File: src/rtl/sigmoid_layer_seq.sv
// sigmoid_layer_seq
//
// Streams one vector of Q16.16 pre-activations from a source memory through
// an external 2-stage sigmoid unit and writes each result to a destination
// memory. Per job it writes either sigma(x) or the backprop derivative
// sigma(x)*(1-sigma(x)).
//
// Ports:
//   clk, rst_n           clock, asynchronous active-low reset
//   start                job request, sampled only in IDLE
//   deriv, src_base,
//   dst_base, len        job mode / bases / element count, latched at start
//   abort                cancel the job in progress (RUN or DRAIN)
//   busy                 job in progress (RUN, DRAIN)
//   done                 one-cycle pulse on normal completion
//   rd_en, rd_addr       source read strobe / address
//   rd_data              source data, valid one cycle after rd_en
//   sig_en, sig_in       sigmoid unit enable / input (owned during a job)
//   sig_out              sigmoid unit output, two enabled clocks after sig_in
//   wr_en, wr_addr,
//   wr_data              destination write strobe / address / data
//
// Job handshake: start is a level sampled only while IDLE; when sampled high
// the job parameters are captured in that same cycle and later changes on
// them are ignored. done is a single-cycle pulse in FIN after the last
// write; an aborted job returns to IDLE without done. There is no
// backpressure on either memory: rd_en and wr_en are unconditional strobes.

module sigmoid_layer_seq #(
  parameter int AW      = 16,
  parameter int LW      = 16,
  parameter int MEM_LAT = 1,
  parameter int SIG_LAT = 2
) (
  input  logic          clk,
  input  logic          rst_n,
  input  logic          start,
  input  logic          deriv,
  input  logic [AW-1:0] src_base,
  input  logic [AW-1:0] dst_base,
  input  logic [LW-1:0] len,
  input  logic          abort,
  output logic          busy,
  output logic          done,
  output logic          rd_en,
  output logic [AW-1:0] rd_addr,
  input  logic [31:0]   rd_data,
  output logic          sig_en,
  output logic [31:0]   sig_in,
  input  logic [31:0]   sig_out,
  output logic          wr_en,
  output logic [AW-1:0] wr_addr,
  output logic [31:0]   wr_data
);

  // Valid pipe covers the memory read plus the sigmoid unit latency.
  localparam int PIPE_W = MEM_LAT + SIG_LAT;

  typedef enum logic [1:0] {
    S_IDLE  = 2'd0,
    S_RUN   = 2'd1,
    S_DRAIN = 2'd2,
    S_FIN   = 2'd3
  } state_t;

  state_t              state_q, state_d;
  logic [LW-1:0]       rc_q, rc_d;
  logic [LW-1:0]       wc_q, wc_d;
  logic [LW-1:0]       len_q, len_d;
  logic [AW-1:0]       src_q, src_d;
  logic [AW-1:0]       dst_q, dst_d;
  logic                deriv_q, deriv_d;
  logic [PIPE_W-1:0]   vp_q, vp_d;
  logic [63:0]         prod;
  logic [31:0]         deriv_res;
  logic                active;

  // Output decode: everything is derived from registered state so an
  // asynchronous reset forces all outputs to zero without a clock edge.
  always_comb begin
    active  = (state_q == S_RUN) || (state_q == S_DRAIN);
    busy    = active;
    done    = (state_q == S_FIN);
    rd_en   = (state_q == S_RUN);
    sig_en  = active;
    wr_en   = vp_q[PIPE_W-1];
    rd_addr = rd_en ? (src_q + AW'(rc_q)) : '0;
    wr_addr = wr_en ? (dst_q + AW'(wc_q)) : '0;
    sig_in  = sig_en ? rd_data : '0;
    // Unsigned 64-bit product, no clamp: sigma = 1.0 gives 0, and sigma
    // above 1.0 wraps in the 64-bit subtraction as the low bits dictate.
    prod      = {32'd0, sig_out} * (64'h1_0000 - {32'd0, sig_out});
    deriv_res = 32'(prod >> 16);
    if (!wr_en)       wr_data = '0;
    else if (deriv_q) wr_data = deriv_res;
    else              wr_data = sig_out;
  end

  // Next-state and datapath register update.
  always_comb begin
    state_d = state_q;
    rc_d    = rc_q;
    wc_d    = wc_q;
    len_d   = len_q;
    src_d   = src_q;
    dst_d   = dst_q;
    deriv_d = deriv_q;
    vp_d    = vp_q;

    // The sigmoid unit only advances while enabled, so the valid pipe
    // shifts under the same condition to stay aligned with its data.
    if (sig_en) vp_d = {vp_q[PIPE_W-2:0], rd_en};
    if (wr_en)  wc_d = wc_q + LW'(1);

    case (state_q)
      S_IDLE: begin
        if (start) begin
          if (len != '0) begin
            len_d   = len;
            src_d   = src_base;
            dst_d   = dst_base;
            deriv_d = deriv;
            rc_d    = '0;
            wc_d    = '0;
            state_d = S_RUN;
          end else begin
            state_d = S_FIN;
          end
        end
      end
      S_RUN: begin
        rc_d = rc_q + LW'(1);
        if (rc_q == len_q - LW'(1)) state_d = S_DRAIN;
      end
      S_DRAIN: begin
        if (wr_en && (wc_q == len_q - LW'(1))) state_d = S_FIN;
      end
      S_FIN: begin
        state_d = S_IDLE;
      end
      default: begin
        state_d = S_IDLE;
      end
    endcase

    // Abort overrides everything, including a final write in this cycle:
    // that write still leaves through wr_en, but FIN (and done) is skipped.
    if (active && abort) begin
      state_d = S_IDLE;
      vp_d    = '0;
      rc_d    = '0;
      wc_d    = '0;
    end
  end

  always_ff @(posedge clk or negedge rst_n) begin
    if (!rst_n) begin
      state_q <= S_IDLE;
      rc_q    <= '0;
      wc_q    <= '0;
      len_q   <= '0;
      src_q   <= '0;
      dst_q   <= '0;
      deriv_q <= 1'b0;
      vp_q    <= '0;
    end else begin
      state_q <= state_d;
      rc_q    <= rc_d;
      wc_q    <= wc_d;
      len_q   <= len_d;
      src_q   <= src_d;
      dst_q   <= dst_d;
      deriv_q <= deriv_d;
      vp_q    <= vp_d;
    end
  end

endmodule

File: config.mk
export PLATFORM = sky130hd
export DESIGN_NAME = sigmoid_layer_seq
export DESIGN_NICKNAME = d
export VERILOG_FILES = /design/src/rtl/sigmoid_layer_seq.sv
export SDC_FILE = /design/constraint.sdc
export NUM_CORES = 2
export LEC_CHECK = 0
export CORE_MARGIN = 2
export CORE_UTILIZATION = 55
export CTS_CLUSTER_DIAMETER = 100
export DETAILED_ROUTE_END_ITERATION = 12
export DONT_BUFFER_PORTS = 1
export GPL_ROUTABILITY_DRIVEN = 0
export PLACE_DENSITY = 0.8
export SYNTH_ARGS = -nofsm -noshare
export SYNTH_HDL_FRONTEND = slang
export SYNTH_SLANG_ARGS = --single-unit
File: constraint.sdc
create_clock -name clk -period 22.9 [get_ports clk]
set_input_delay 1.145 -clock clk [delete_from_list [all_inputs] [get_ports clk]]
set_output_delay 1.145 -clock clk [all_outputs]
set_load 0.1 [all_outputs]
==> metrics.md <==
| Metric | Value |
|---|---|
| Dominant cell type by area after synthesis | fa_1 |
| Crit path from | sig_out[4] |
| Area contributors post-synth | fa_1 44%, inv_1 9.3%, ha_1 9.2% |
| Grt ovf | 0 |
| # DRC | 0 |
| EDFF count, synth | 0 |
| First-pass GRT wire length | 155 mm |
| Max Clk Rate | 76.8 MHz |
| Post-synthesis async set-or-reset flop share | 1.00 |
| Crit start category | primary input |
| Synth warn | 0 |
| Std-Cell Rows | 93 |
| Max clock buf depth | 2 |
| Clock-pin slew on the worst setup and hold paths | 60 ps |
| Syn Area/Cell | 9.17 µm² |
| Top_reg_cell synth | dfrtp_1 |
| Initial antenna violation count | 5 |
| Outcome | finished clean |
| Area Growth Syn to Fin | 2.94% |
| Vert. Die Dim | 260 µm |
| Die area | 67400 µm² |
| Commonest non-fill, non-tap cell in the layout | inv_1 |
| Cts bufs inserted | 9 |
| Core Util, Final | 0.573 |
| DRT Pass-1 Iters | 5 |
| Worst path buffer plus inverter count | 4 |
| Hold crit path type | primary input to async pin |
| Routed via count | 25800 |
| Slowest-stage cell, CP | ha_1 |
| Top Ports | 218 |
| Most frequent cells in the layout | 895 x inv_1, 796 x fa_1, 390 x nand2b_1 |
| CP Max Fanout | 39 |
| PortBufs | 0 |
| Post-CTS Setup Repair Bufs | 0 |
| Syn Nets | 5099 |
| Routed wire length | 94.4 mm |
| Detailed Place HPWL | 73.6 mm |
| Post-CTS Resized | 0 |
| Most frequent CP cell | fa_1 |
| Tmin final | 13020 ps |
| Mapped Cells | 3922 |
| Antenna Violating Nets Remaining | 0 |
| Crit path max-delay family | adder cells |
| Worst-Margin Slew | 1380 ps |
| Final TNS setup | 0 ps |
| Chip width | 260 µm |
| Setup crit end | wr_data[24] |
| Post-route cell area | 37000 µm² |
| Slew HR | 0.0776 |
| FF-to-FF path depth | 11 |
| Max Cap Viol | 0 |
| Vias/cell | 5.57 |
| Vias in the first global route | 28500 |
| Clock Sinks | 86 |
| R2R Setup Slk | 18900 ps |
| Cts hold-fix bufs | 0 |
| Largest net degree at the start of global routing | 87 |
| H-tree levels | 3 |
| Critical path depth | 29 |
| Reg-to-reg endpoint | rc_q[15]$_DFFE_PN0P_ |
| Sequential area share after synthesis | 0.0599 |
| Root buf cell | clkbuf_16 |
| Initial Utilization | 0.557 |
| # nets final | 4939 |
| WS Path Type | primary input to primary output |
| WL/cell | 20.4 µm |
| Period utilisation layout | 0.569 |
| 1st-iter DRT viols | 1893 |
| RSZ-0062 raised after global routing | no |
| Fin. Hold Viols | 0 |
| Final Max Tran Viols | 0 |
| Largest stage delay on the critical path | 1080 ps |
| TritonCTS clock tree | built |
| Number of synthesized register bits | 86 |
| Post-Syn Area | 36000 µm² |
| Critical Path AT | 11880 ps |
| Core Footprint | 64600 µm² |
| Post-synth top area share | 0.443 |
| Placed cell area | 36700 µm² |
| Endpoints failing setup | 0 |
| Worst Setup End Kind | primary output |
| Crit path required time | 21760 ps |
| Overall global routing resource usage | 0.297 |
| Reg2reg start | state_q[0]$_DFFE_PN0P_ |
| Fin Clk Skew | 10.7 ps |
| Worst skew pair latency | 350 ps |
| Synth unique cells | 67 |
| Layout cells sized above 1 | 0.0441 |
[flip-flops by register name, indices dropped and copies added (netlist names)]
signal / cells
vp_q: 3
len_q: 16
deriv_q: 1
state_q: 2
wc_q: 16
dst_q: 16
rc_q: 16
src_q: 16
[cells by family (layout without fill, tap and decap cells)]
logic type,after synthesis,in the layout,synth area share
multiplexers,68,68,0.0206
other,0,2,0
adder cells (fa/ha/maj),1060,1060,0.535
XOR/XNOR,159,159,0.0387
AND/OR/NAND/NOR,1260,1260,0.197
flip-flops,86,86,0.0599
AO/OA/AOI/OAI,183,183,0.0330
buffers and inverters,1106,951,0.116
[synth_stat cells (4+ instances only)]
library cell,n
o41ai_1,4
inv_2,4
nor2_1,130
xnor2_1,103
o21a_1,6
nand2b_1,390
nand2_1,185
or3_1,9
dfrtp_1,86
mux2i_1,21
clkbuf_1,201
o21ai_1,6
o21ai_0,32
o21bai_1,15
a21oi_1,55
nand4_1,16
o22ai_1,4
or2_2,8
and3_1,18
xor2_1,56
a31oi_1,6
nor2b_1,249
or4_1,7
o31ai_1,5
nor3_1,26
fa_1,796
nor4_1,19
and2_1,160
mux2_2,47
nand3_1,27
inv_1,895
ha_1,264
a21o_1,24
[how the worst min path moves through the flow]
stage / startpoint / to / cells past startpoint
final: rst_n / src_q[14]$_DFFE_PN0P_ / 0
after global routing: rst_n / src_q[14]$_DFFE_PN0P_ / 0
after CTS: rst_n / wc_q[8]$_DFF_PN0_ / 0
after detailed placement: vp_q[0]$_DFFE_PN0P_ / vp_q[0]$_DFFE_PN0P_ / 1
after global placement: vp_q[0]$_DFFE_PN0P_ / vp_q[0]$_DFFE_PN0P_ / 1
after floorplan: vp_q[0]$_DFFE_PN0P_ / vp_q[0]$_DFFE_PN0P_ / 1
[per-layer routing]
metal	wire length (µm)	global-route usage	part of all wire
met1	36100	0.382	0.38
met2	45700	0.500	0.48
met5	30	0	0.00032
met3	9130	0.0592	0.097
met4	3500	0.103	0.037
[area by class of cell]
class | instances | area, µm²
Multi-Input combinational cell | 2730 | 29800
Fill cell | 5486 | 27600
Inverter | 900 | 3380
Sequential cell | 86 | 2160
Tap cell | 855 | 1070
Timing Repair Buffer | 35 | 280
Clock buffer | 10 | 239
Clock inverter | 6 | 92.6
Antenna cell | 2 | 5.00
[through the flow]
stage	setup WS (ps)	cells	hold WS, ps
finish	9880	4624	491
global route	9340	4623	486
CTS	9940	4622	489
detailed placement	9970	4606	491
global placement	10180	4606	473
floorplan	9910	3922	455
[worst register-to-register path: stages (launching register included)]
cell and delay, ps:
dfrtp_1 420, inv_1 100, ha_2 320, buf_4 620, nand2_1 380, nand2b_1 620
a21oi_1 340, nand4b_1 390, nor2_1 310, nand4_1 160, xor2_1 150, nor2_1 50
Power is not shown: default switching activity piles up to over one toggle a cycle in this logic, so the estimate is an artifact.
